`src/rtl/fifo_uart_tx.sv`:
```
// FIFO-to-UART transmitter: pops one word at a time from a FIFO read port and
// sends it as a start bit, DATA_W data bits (LSB first) and a stop bit.
module fifo_uart_tx #(
    parameter int DATA_W       = 8,
    parameter int CLKS_PER_BIT = 868
) (
    input  logic              clk_i,
    input  logic              rst_ni,
    input  logic              enable_i,
    input  logic              fifo_empty_i,
    output logic              fifo_rd_en_o,
    input  logic [DATA_W-1:0] fifo_rd_data_i,
    output logic              tx_o,
    output logic              busy_o,
    output logic              frame_done_o
);
    localparam int BAUD_W = (CLKS_PER_BIT > 1) ? $clog2(CLKS_PER_BIT) : 1;
    localparam int BIT_W  = (DATA_W > 1) ? $clog2(DATA_W) : 1;
    localparam logic [BAUD_W-1:0] BAUD_LAST     = BAUD_W'(CLKS_PER_BIT - 1);
    localparam logic [BAUD_W-1:0] BAUD_PRE_LAST = BAUD_W'(CLKS_PER_BIT - 2);
    localparam logic [BIT_W-1:0]  BIT_LAST      = BIT_W'(DATA_W - 1);

    typedef enum logic [2:0] {
        S_IDLE,
        S_POP,
        S_LOAD,
        S_START,
        S_DATA,
        S_STOP
    } state_t;

    state_t              state_q;
    logic [BAUD_W-1:0]   baud_q;
    logic [BIT_W-1:0]    bit_cnt_q;
    logic [DATA_W-1:0]   shift_q;
    logic [DATA_W-1:0]   shift_d;
    logic                tx_q;
    logic                rd_en_q;
    logic                busy_q;
    logic                frame_done_q;
    logic                baud_wrap;
    logic                can_pop;

    assign shift_d   = shift_q >> 1;
    assign baud_wrap = (baud_q == BAUD_LAST);
    assign can_pop   = enable_i && !fifo_empty_i;

    // Outputs are driven from registers set one state ahead, so tx changes on
    // the same edge the state does and nothing combinational reaches a pin.
    always_ff @(posedge clk_i or negedge rst_ni) begin
        if (!rst_ni) begin
            state_q      <= S_IDLE;
            baud_q       <= '0;
            bit_cnt_q    <= '0;
            shift_q      <= '0;
            tx_q         <= 1'b1;
            rd_en_q      <= 1'b0;
            busy_q       <= 1'b0;
            frame_done_q <= 1'b0;
        end else begin
            rd_en_q      <= 1'b0;
            frame_done_q <= 1'b0;
            case (state_q)
                S_IDLE: begin
                    tx_q <= 1'b1;
                    if (can_pop) begin
                        state_q <= S_POP;
                        rd_en_q <= 1'b1;
                        busy_q  <= 1'b1;
                    end
                end
                S_POP: begin
                    state_q <= S_LOAD;
                end
                S_LOAD: begin
                    shift_q <= fifo_rd_data_i;
                    tx_q    <= 1'b0;
                    baud_q  <= '0;
                    state_q <= S_START;
                end
                S_START: begin
                    if (baud_wrap) begin
                        baud_q    <= '0;
                        bit_cnt_q <= '0;
                        tx_q      <= shift_q[0];
                        state_q   <= S_DATA;
                    end else begin
                        baud_q <= baud_q + BAUD_W'(1);
                    end
                end
                S_DATA: begin
                    if (baud_wrap) begin
                        baud_q <= '0;
                        if (bit_cnt_q == BIT_LAST) begin
                            bit_cnt_q <= '0;
                            tx_q      <= 1'b1;
                            state_q   <= S_STOP;
                        end else begin
                            shift_q   <= shift_d;
                            tx_q      <= shift_d[0];
                            bit_cnt_q <= bit_cnt_q + BIT_W'(1);
                        end
                    end else begin
                        baud_q <= baud_q + BAUD_W'(1);
                    end
                end
                S_STOP: begin
                    if (baud_wrap) begin
                        baud_q <= '0;
                        // Chain straight into the next pop so frames abut with only POP+LOAD between.
                        if (can_pop) begin
                            state_q <= S_POP;
                            rd_en_q <= 1'b1;
                        end else begin
                            state_q <= S_IDLE;
                            busy_q  <= 1'b0;
                        end
                    end else begin
                        baud_q <= baud_q + BAUD_W'(1);
                        if (baud_q == BAUD_PRE_LAST) begin
                            frame_done_q <= 1'b1;
                        end
                    end
                end
                default: begin
                    state_q <= S_IDLE;
                    tx_q    <= 1'b1;
                    busy_q  <= 1'b0;
                end
            endcase
        end
    end

    assign fifo_rd_en_o = rd_en_q;
    assign tx_o         = tx_q;
    assign busy_o       = busy_q;
    assign frame_done_o = frame_done_q;

endmodule
```
`config.mk`:
```
export PLATFORM = sky130hd
export DESIGN_NAME = fifo_uart_tx
export DESIGN_NICKNAME = d
export VERILOG_FILES = /design/src/rtl/fifo_uart_tx.sv
export SDC_FILE = /design/constraint.sdc
export NUM_CORES = 1
export LEC_CHECK = 0
export CORE_UTILIZATION = 56
export DETAILED_ROUTE_END_ITERATION = 8
export PLACE_DENSITY = 0.8
export SYNTH_ARGS = -nofsm -noshare
export SYNTH_HDL_FRONTEND = slang
export SYNTH_SLANG_ARGS = --single-unit
```
`constraint.sdc`:
```
create_clock -name clk_i -period 1.87 [get_ports clk_i]
set_input_delay 0.374 -clock clk_i [delete_from_list [all_inputs] [get_ports clk_i]]
set_output_delay 0.374 -clock clk_i [all_outputs]
set_load 0.02 [all_outputs]
```
Yosys cells after proc, flatten, opt, wreduce, memory -nomap -nowiden

Index checks and enable logic that the tools add are counted.

Logic and storage cells: 71
Bits in registers: 28

Equality and inequality tests: 15
Muxes and demuxes: 30
Reduce and logical (&&, ||, !) cells: 14
Bitwise logic cells: 2
Add/sub/neg operators: 2

Operators with widths:

| cell                                           | count |
|---|---|
| 2-to-1 mux 3 bit                               | 8 |
| == test 10 bit (second input constant)         | 2 |
| one-hot mux 10 bit (2 select lines)            | 1 |
| one-hot mux 3 bit (6 select lines)             | 1 |
| 2-to-1 mux 8 bit                               | 2 |
| one-hot mux 8 bit (2 select lines)             | 1 |
| != test 2 bit (second input constant)          | 7 |
| 2-to-1 mux 1 bit                               | 12 |
| adder 10 x 1 -> 10 bit (second input constant) | 1 |
| 2-to-1 mux 10 bit                              | 1 |
| == test 3 bit (second input constant)          | 3 |
| AND reduction 3 bit                            | 3 |
| == test 3 x 2 -> 1 bit (second input constant) | 2 |
| one-hot mux 3 bit (2 select lines)             | 1 |
| nonzero test 2 bit                             | 3 |
| AND reduction 5 bit                            | 1 |
| one-hot mux 1 bit (4 select lines)             | 1 |
| AND reduction 4 bit                            | 1 |
| OR reduction 4 bit                             | 1 |
| adder 3 x 1 -> 3 bit (second input constant)   | 1 |
| == test 3 x 1 -> 1 bit (second input constant) | 1 |
| logical NOT 3 bit                              | 1 |
| one-hot mux 1 bit (3 select lines)             | 1 |
| OR reduction 3 bit                             | 1 |
| other kinds (5)                                | 6 |

Longest topological paths before layout

Gate-level depths: netlist (run 1).

Depth in word-level cells: 5
Depth in mapped cells: 7
Gate-level depth less buffers: 6

Least setup slack after synthesis (run 1)

OpenSTA, ideal clock, no wires.

Path type: reg-to-reg
From: reg bit_cnt_q[0]
To: reg shift_q[0]
Stages on the path, launching flop included: 8
Clock period less this slack: 1.691 ns
Data arrival time: 1.552 ns
Path buffers: 1
Library setup time: 0.139 ns
Required time: 1.731 ns
Slack: 0.179 ns
Cell sequence: dfrtp_1 ha_1 ha_1 nor4b_1 a41oi_1 buf_2 nand2_1 o21ai_0

Cells in the longest elaborated chain, start to end: 3

Ends and longest elaborated chain:

| element                              | line | RTL |
|---|---|---|
| start, declared                      | 34   | `logic [BIT_W-1:0] bit_cnt_q;` |
| start signal, assigned               | 101  | `bit_cnt_q <= bit_cnt_q + BIT_W'(1);` |
| == test 3 bit                        | 94   | `if (bit_cnt_q == BIT_LAST) begin` |
| != test 2 bit (no source line)       | --   |  |
| AND reduction 3 bit (no source line) | --   |  |
| end signal, assigned                 | 76   | `shift_q <= fifo_rd_data_i;` |
| end signal, assigned                 | 99   | `shift_q <= shift_d;` |
| end, declared                        | 35   | `logic [DATA_W-1:0] shift_q;` |

Every way passes these cells.
A chain may end at the register's enable or synchronous reset.

Final worst setup path (run 1)

From: reg baud_q[4]
To: reg bit_cnt_q[0]

Cells in the longest elaborated chain, start to end: 3
Elaborated cells between the ends (all ways): 4

Ends and longest elaborated chain:

| element                                  | line | RTL |
|---|---|---|
| start, declared                          | 33   | `logic [BAUD_W-1:0] baud_q;` |
| start signal, assigned                   | 88   | `baud_q <= baud_q + BAUD_W'(1);` |
| start signal, assigned                   | 104  | `baud_q <= baud_q + BAUD_W'(1);` |
| start signal, assigned                   | 119  | `baud_q <= baud_q + BAUD_W'(1);` |
| == test 10 bit (*)                       | 45   | `assign baud_wrap = (baud_q == BAUD_LAST);` |
| != test 2 bit (no source line)           | --   |  |
| AND reduction 3 bit (no source line) (*) | --   |  |

Mark *: on every way between the ends. The rest lies on a longest branch, timed or not.

==> results of run 1 <==
cell usage in the layout (no fill, tap or decap), types with 4 or more instances in the layout:
cell             netlist  final
dfrtp_1               27     27
nand2_1               18     18
o21ai_0               15     14
clkdlybuf4s50_1        0     14
buf_4                  0     13
nor2_1                11     11
a21oi_1                8      8
mux2i_1                8      8
nand2b_1               5      5
nand3_1                4      4
nor3_1                 4      4
a22o_1                 4      4
a31oi_1                4      4
cell type report:
class	count	area, µm²	share of cell area (%)
sequential	28	701.9	37.08
inverter	3	11.26	0.5948
clock inverter	1	30.03	1.586
tap	30	37.54	1.983
timing repair buffer	28	250.2	13.22
clock buffer	3	22.52	1.190
multi-input combinational	123	839.6	44.35
through the flow:
stage	power (mW)	utilization (%)	hold WS (ns)	instance area, µm²
after CTS	1.082	72.56	0.4008	1863
after floorplan	0.6427	-	0.07841	1583
after detailed placement	0.6833	70.52	0.4783	1810
after global routing	1.113	73.73	0.4250	1893
final	1.076	73.73	0.3869	1893
after global placement	0.6815	70.52	0.4625	1810
worst register-to-register path, cell delays in order, from the launching register on:
cell     delay, ns
dfrtp_1       0.49
nor4b_4       0.29
buf_4         0.19
nand3_4       0.12
or4_1         0.49
o21ai_1       0.15
logic make-up after synthesis:
kind of cell,after synthesis
AOI/OAI and AO/OA,45
and+or+nand+nor,62
adders and majority gates,4
buffers and inverters,14
DFF,28
muxes,10
xor gates and xnor gates,2
timing repair:
item	in CTS	in global routing
setup endpoints to repair	0	11
gates resized for setup	0	5
buffers inserted	0	1
Yosys cell counts, types with 3 or more instances:
cell	number	share of area [%]
dfrtp_1	27	43
nand2_1	18	4.3
o21ai_0	15	4.7
nor2_1	11	2.6
a21oi_1	8	2.5
mux2i_1	8	5.1
buf_2	6	1.9
nand2b_1	5	2.0
a22o_1	4	2.2
a31oi_1	4	1.6
clkbuf_1	4	0.95
ha_1	4	3.2
nand3_1	4	1.3
nor3_1	4	1.3
a211oi_1	3	1.4
inv_1	3	0.71
nor2b_1	3	1.2
how the worst min path moves through the flow:
stage                        startpoint                  endpoint  slack, ns  cells after the start
2_1_floorplan                    rst_ni     baud_q[0]$_DFFE_PN0P_       0.08                      0
3_3_place_gp   bit_cnt_q[0]$_DFFE_PN0P_  bit_cnt_q[0]$_DFFE_PN0P_       0.46                      1
3_5_place_dp     shift_q[5]$_DFFE_PN0P_    shift_q[5]$_DFFE_PN0P_       0.48                      2
4_1_cts                          rst_ni  bit_cnt_q[0]$_DFFE_PN0P_       0.40                      2
5_1_grt                          rst_ni     baud_q[9]$_DFFE_PN0P_       0.42                      2
6_report                         rst_ni  bit_cnt_q[0]$_DFFE_PN0P_       0.39                      2
per-layer routing:
layer | part of all wire (%) | track usage [%] | vias to the layer above
li1 | - | - | 649
met1 | 47 | 33.22 | 622
met2 | 47 | 39.36 | 52
met3 | 5.6 | 3.552 | 6
met4 | 1.0 | 9.167 | 0
met5 | 0 | 0 | -
state kept, by name, summed over array words and instances (netlist names):
name,cells
baud_q,10
state_q,3
bit_cnt_q,3
fifo_rd_en_o,1
shift_q,8
frame_done_o,1
tx_o,1
busy_o,1
power groups by stage:
stage          clock network, mW  logic, mW  registers (mW)
6_report                   0.405     0.0516           0.620
5_1_grt                    0.432     0.0596           0.621
4_1_cts                    0.410     0.0527           0.620
3_5_place_dp                   0     0.0525           0.631
3_3_place_gp                   0     0.0507           0.631
2_1_floorplan                  0     0.0132           0.629
==> flow_metrics.py, run 1 <==
metrics = {
    "critical_path": {
        "crit_arrival_ns": 2.07,
        "reg2reg_to": "bit_cnt_q[0]$_DFFE_PN0P_",
        "end_kind": "register",
        "slowest_delay_ns": 0.49,
        "path_depth": 5,
        "path_cells": "nor4b_4, buf_4, nand3_4, or4_1, o21ai_1",
        "cp-endpoint": "bit_cnt_q[0]$_DFFE_PN0P_",
        "critPathLaunch": "baud_q[4]$_DFFE_PN0P_",
        "cp_slowest_cell": "dfrtp_1",
        "rr_startpoint": "baud_q[4]$_DFFE_PN0P_",
        "crit_family": "simple AND/OR/NAND/NOR gates",
        "crit_type": "reg2reg",
        "critPathLaunchType": "register",
        "reg2reg_slack_ns": 0.08,
        "cp.required_ns": 2.15,
        "reg2reg_depth": 5,
        "cp_max_fo": 9,
        "crit_buf_inv": 1,
    },
    "placement": {
        "gp_congestion": 0.8198,
        "placedCellCount": 211,
        "post-place-ws_ns": 0.08159,
        "port_buffers": 15,
        "hpwl_um": 2403,
    },
    "run": {
        "cap_violations": 0,
    },
    "layout": {
        "drive_gt1_share_pct": 15.59,
        "fill_cells": 185,
        "nNetsFinal": 203,
        "diodes": 0,
        "synthToLayoutAreaGrowth_pct": 19.61,
        "fin_cells": 216,
    },
    "synthesis": {
        "synth_top_family_by_area": "simple AND/OR/NAND/NOR gates",
        "synth_edf_count": 0,
        "synthesis.nets": 181,
        "syn_inst": 165,
        "synth-compound-area-share_pct": 18.74,
        "synthFlopType": "dfrtp_1",
        "synth-simple-area-share_pct": 22.29,
        "synthAdderAreaFrac_pct": 3.162,
        "seq_area_frac_synth_pct": 44.35,
        "ys_types": 47,
        "synthMuxAreaShare_pct": 6.482,
        "synth-seq-cells": 28,
        "synth_area_per_cell_um2": 9.593,
        "synth_xor_area_share_pct": 1.107,
        "synth.cell_area_mm2": 0.001583,
        "async_reset_ff_share_pct": 100.0,
        "synth_warnings": 0,
    },
    "clock_tree": {
        "htreeDepth": 1,
        "cts_tree": "done",
        "cts-root-buf": "clkbuf_4",
        "cts_buffers": 3,
        "clk_pin_slew_ns": 0.16,
        "clk-insertion-delay-late_ns": 0.34,
        "cts_sinks": 28,
        "ctsHoldBuffers": 0,
        "cts_buffer_depth": 2,
    },
    "pwr": {
        "p_sw_uw": 215.2,
        "leakagePower_nw": 0.8391,
        "swShare_pct": 19.99,
        "internal-power_uw": 861.1,
        "pwr-share-comb_pct": 4.8,
        "ir_drop_mv": 0.5907,
        "p_seq_share_pct": 57.6,
        "power_density_mw_per_mm2": 568.6,
        "p_clk_share_pct": 37.6,
    },
    "drt": {
        "drc": 0,
        "dr_total_vias": 1329,
        "dr.pass1.iters": 5,
        "postRouteWirelength_um": 3283,
        "viasPerCell": 6.153,
        "antenna_left": 0,
        "detailedRoute.firstIterationViolations": 28,
        "wl_per_cell_um": 15.20,
    },
    "global_route": {
        "grt_first_pass_wirelength_um": 5292,
        "track_usage_pct": 24.48,
        "antenna_found_initial": 0,
        "grt_overflow_total": 0,
        "grt_max_degree": 29,
        "grt_pass1_vias": 1207,
    },
    "floorplan": {
        "coreArea_mm2": 0.002567,
        "rows": 18,
        "die_h_um": 55.17,
        "io_pins": 16,
        "start_util_pct": 61.65,
        "fp.dieArea_mm2": 0.003043,
        "die_x_um": 55.17,
    },
    "sta": {
        "fin_ws_ns": 0.07785,
        "fin_crit_ns": 1.792,
        "setup_viol": 0,
        "grt_setup_unrepaired": "no",
        "fin_skew_ns": 0.01381,
        "tightestPinTransition_ns": 0.4535,
        "slew_headroom_pct": 69.65,
        "slew_viol_final": 0,
        "fmax_ghz": 0.5580,
        "post-route-period-util_pct": 95.84,
        "hold_violations": 0,
        "tns_ns": 0,
    },
    "min_path": {
        "min-delay-path-class": "in2async",
    },
    "outcome": {
        "outcome": "finished, final reports clean",
    },
}
(Power assumes the default switching activity.)
==> run 2, diff against run 1 <==
--- a/config.mk
+++ b/config.mk
@@ -7,6 +7,7 @@
 export LEC_CHECK = 0
 export CORE_UTILIZATION = 56
 export DETAILED_ROUTE_END_ITERATION = 8
+export GPL_TIMING_DRIVEN = 0
 export PLACE_DENSITY = 0.8
 export SYNTH_ARGS = -nofsm -noshare
 export SYNTH_HDL_FRONTEND = slang
==> run 2 against run 1 <==
Compared with the run above: global-route usage increased by 1.2 points; sequential power about the same; cell count increased by 1.4%; utilization increased by 1.5 points; total power increased by 1.0%.
==> flow_metrics.py, run 2 (synthesis gave the netlist of run 1 again) <==
metrics = {
    "drt": {
        "dr_total_vias": 1363,
        "wl_met2_um": 1656,
        "dr.pass1.iters": 6,
        "dr_wl_met3_um": 199,
        "detailedRoute.firstIterationViolations": 50,
        "postRouteWirelength_um": 3464,
        "viasPerCell": 6.224,
        "drt-met1-wl_um": 1499,
        "top_layer": "met4",
        "antenna_left": 0,
        "wl_per_cell_um": 15.82,
        "drc": 0,
    },
    "clock_tree": {
        "htreeDepth": 1,
        "clk_pin_slew_ns": 0.16,
        "cts-root-buf": "clkbuf_4",
        "cts_buffer_depth": 2,
        "cts_sinks": 28,
        "cts_tree": "done",
        "ctsHoldBuffers": 0,
        "clk-insertion-delay-late_ns": 0.35,
        "cts_buffers": 3,
    },
    "placement": {
        "port_buffers": 15,
        "gp_congestion": 0.8445,
        "hpwl_um": 2400,
    },
    "pwr": {
        "ir_drop_mv": 0.6199,
        "power_density_mw_per_mm2": 563.2,
        "total_power_mw": 1.087,
        "leakagePower_nw": 0.8279,
    },
    "layout": {
        "synthToLayoutAreaGrowth_pct": 21.98,
        "largest_reg_flops": 10,
        "drive_gt1_share_pct": 16.93,
        "layout_common_cells": "dfrtp_1, nand2_1, o21ai_0, clkdlybuf4s50_1, nor2_1",
        "regMostFlops": "baud_q",
        "reg_top3": "baud_q x10, shift_q x8",
        "diodes": 0,
        "post-route-util_pct": 75.19,
        "layout_commonest_cell": "dfrtp_1",
        "nNetsFinal": 206,
    },
    "floorplan": {
        "fp.dieArea_mm2": 0.003043,
        "die_h_um": 55.17,
        "io_pins": 16,
        "die_x_um": 55.17,
        "rows": 18,
        "coreArea_mm2": 0.002567,
        "start_util_pct": 61.65,
    },
    "sta": {
        "fin_skew_ns": 0.01310,
        "slew_viol_final": 0,
        "fmax_ghz": 0.5540,
        "tightestPinTransition_ns": 0.5925,
        "setup_viol": 0,
        "post-route-period-util_pct": 96.53,
        "grt_setup_unrepaired": "yes",
        "slew_headroom_pct": 60.38,
        "hold_violations": 0,
        "fin_crit_ns": 1.805,
    },
    "critical_path": {
        "slowest_delay_ns": 0.50,
        "cp_slowest_cell": "or4_1",
        "crit_type": "reg2reg",
        "end_kind": "register",
        "critPathLaunchType": "register",
        "crit_arrival_ns": 2.08,
        "cp_max_fo": 9,
        "cp.required_ns": 2.15,
        "path_cells": "nor4b_4, buf_4, nand3_4, or4_1, o21ai_1",
    },
    "global_route": {
        "grt_max_degree": 29,
        "antenna_found_initial": 0,
        "grt_pass1_vias": 1202,
        "grt_overflow_total": 0,
        "grt_first_pass_wirelength_um": 5540,
        "track_usage_pct": 25.72,
    },
    "min_path": {
        "min-delay-path-class": "in2async",
    },
    "outcome": {
        "outcome": "finished, final reports clean",
    },
    "run": {
        "cap_violations": 0,
    },
}
==> run 2: cell types whose count changed in the layout (fill, tap and decap cells not counted), sizes merged <==
cell          previous run  this run
dlygate4sd2              0         1
dlymetal6s2s             1         0
buf                     13        10
clkbuf                   3         9
==> run 2: per-layer routing <==
layer  vias to the layer above  global-route usage (%)
li1                        650                       -
met1                       643                   35.57
met2                        55                   40.56
met3                        15                   3.279
met4                         0                   10.42
met5                         -                       0
==> run 2: what timing repair did <==
item,4_1_cts,5_1_grt
buffers inserted,1,4
pin swaps,1,1
cloned,0,0
endpoints found under the setup margin,11,12
gates resized for setup,3,11
==> run 2: final cells by class <==
type / count / area, µm²
inverters: 3 / 11.26
repair buffers: 21 / 214.0
well taps: 30 / 37.54
multi-input cells: 123 / 855.8
fillers: 188 / 636.9
plain buffers: 10 / 53.80
flip-flops and latches: 28 / 705.7
clock inverters: 1 / 30.03
clock buffers: 3 / 22.52
==> run 2: power breakdown <==
| group | internal (mW) | switching [mW] |
|---|---|---|
| sequential | 0.615 | 0.00574 |
| clock | 0.217 | 0.193 |
| combinational | 0.0339 | 0.0232 |
==> run 2: stage by stage <==
stage | setup TNS, ns | setup WS [ns] | hold WS (ns) | std cells | area, µm²
floorplan | 0 | 0.1793 | 0.07841 | 165 | 1583
detailed placement | -0.6502 | -0.07623 | 0.4765 | 210 | 1770
global placement | -0.1425 | -0.02651 | 0.4679 | 210 | 1770
finish | 0 | 0.06491 | 0.3767 | 219 | 1931
global route | -0.01683 | -0.01633 | 0.3937 | 219 | 1931
CTS | 0 | 0.02108 | 0.5090 | 215 | 1843
==> run 2: final timing paths <==
path	start	end	slack (ns)	depth (start not counted)
worst max-delay path	baud_q[4]$_DFFE_PN0P_	bit_cnt_q[0]$_DFFE_PN0P_	0.06	5
max in group asynchronous	rst_ni	tx_o$_DFFE_PN1P_	0.92	2
worst min-delay path	rst_ni	baud_q[8]$_DFFE_PN0P_	0.38	1
worst min register to register	shift_q[2]$_DFFE_PN0P_	shift_q[2]$_DFFE_PN0P_	0.51	2
worst max register to register	baud_q[4]$_DFFE_PN0P_	bit_cnt_q[0]$_DFFE_PN0P_	0.06	5
min in group clk_i	shift_q[2]$_DFFE_PN0P_	shift_q[2]$_DFFE_PN0P_	0.51	2
==> run 2: worst max-delay path: cells and delay by family (launching register included) <==
kind / cells / cell delay [ns]
AOI/OAI and AO/OA: 1 / 0.14
DFF: 1 / 0.49
buffers and inverters: 1 / 0.20
and+or+nand+nor: 3 / 0.90
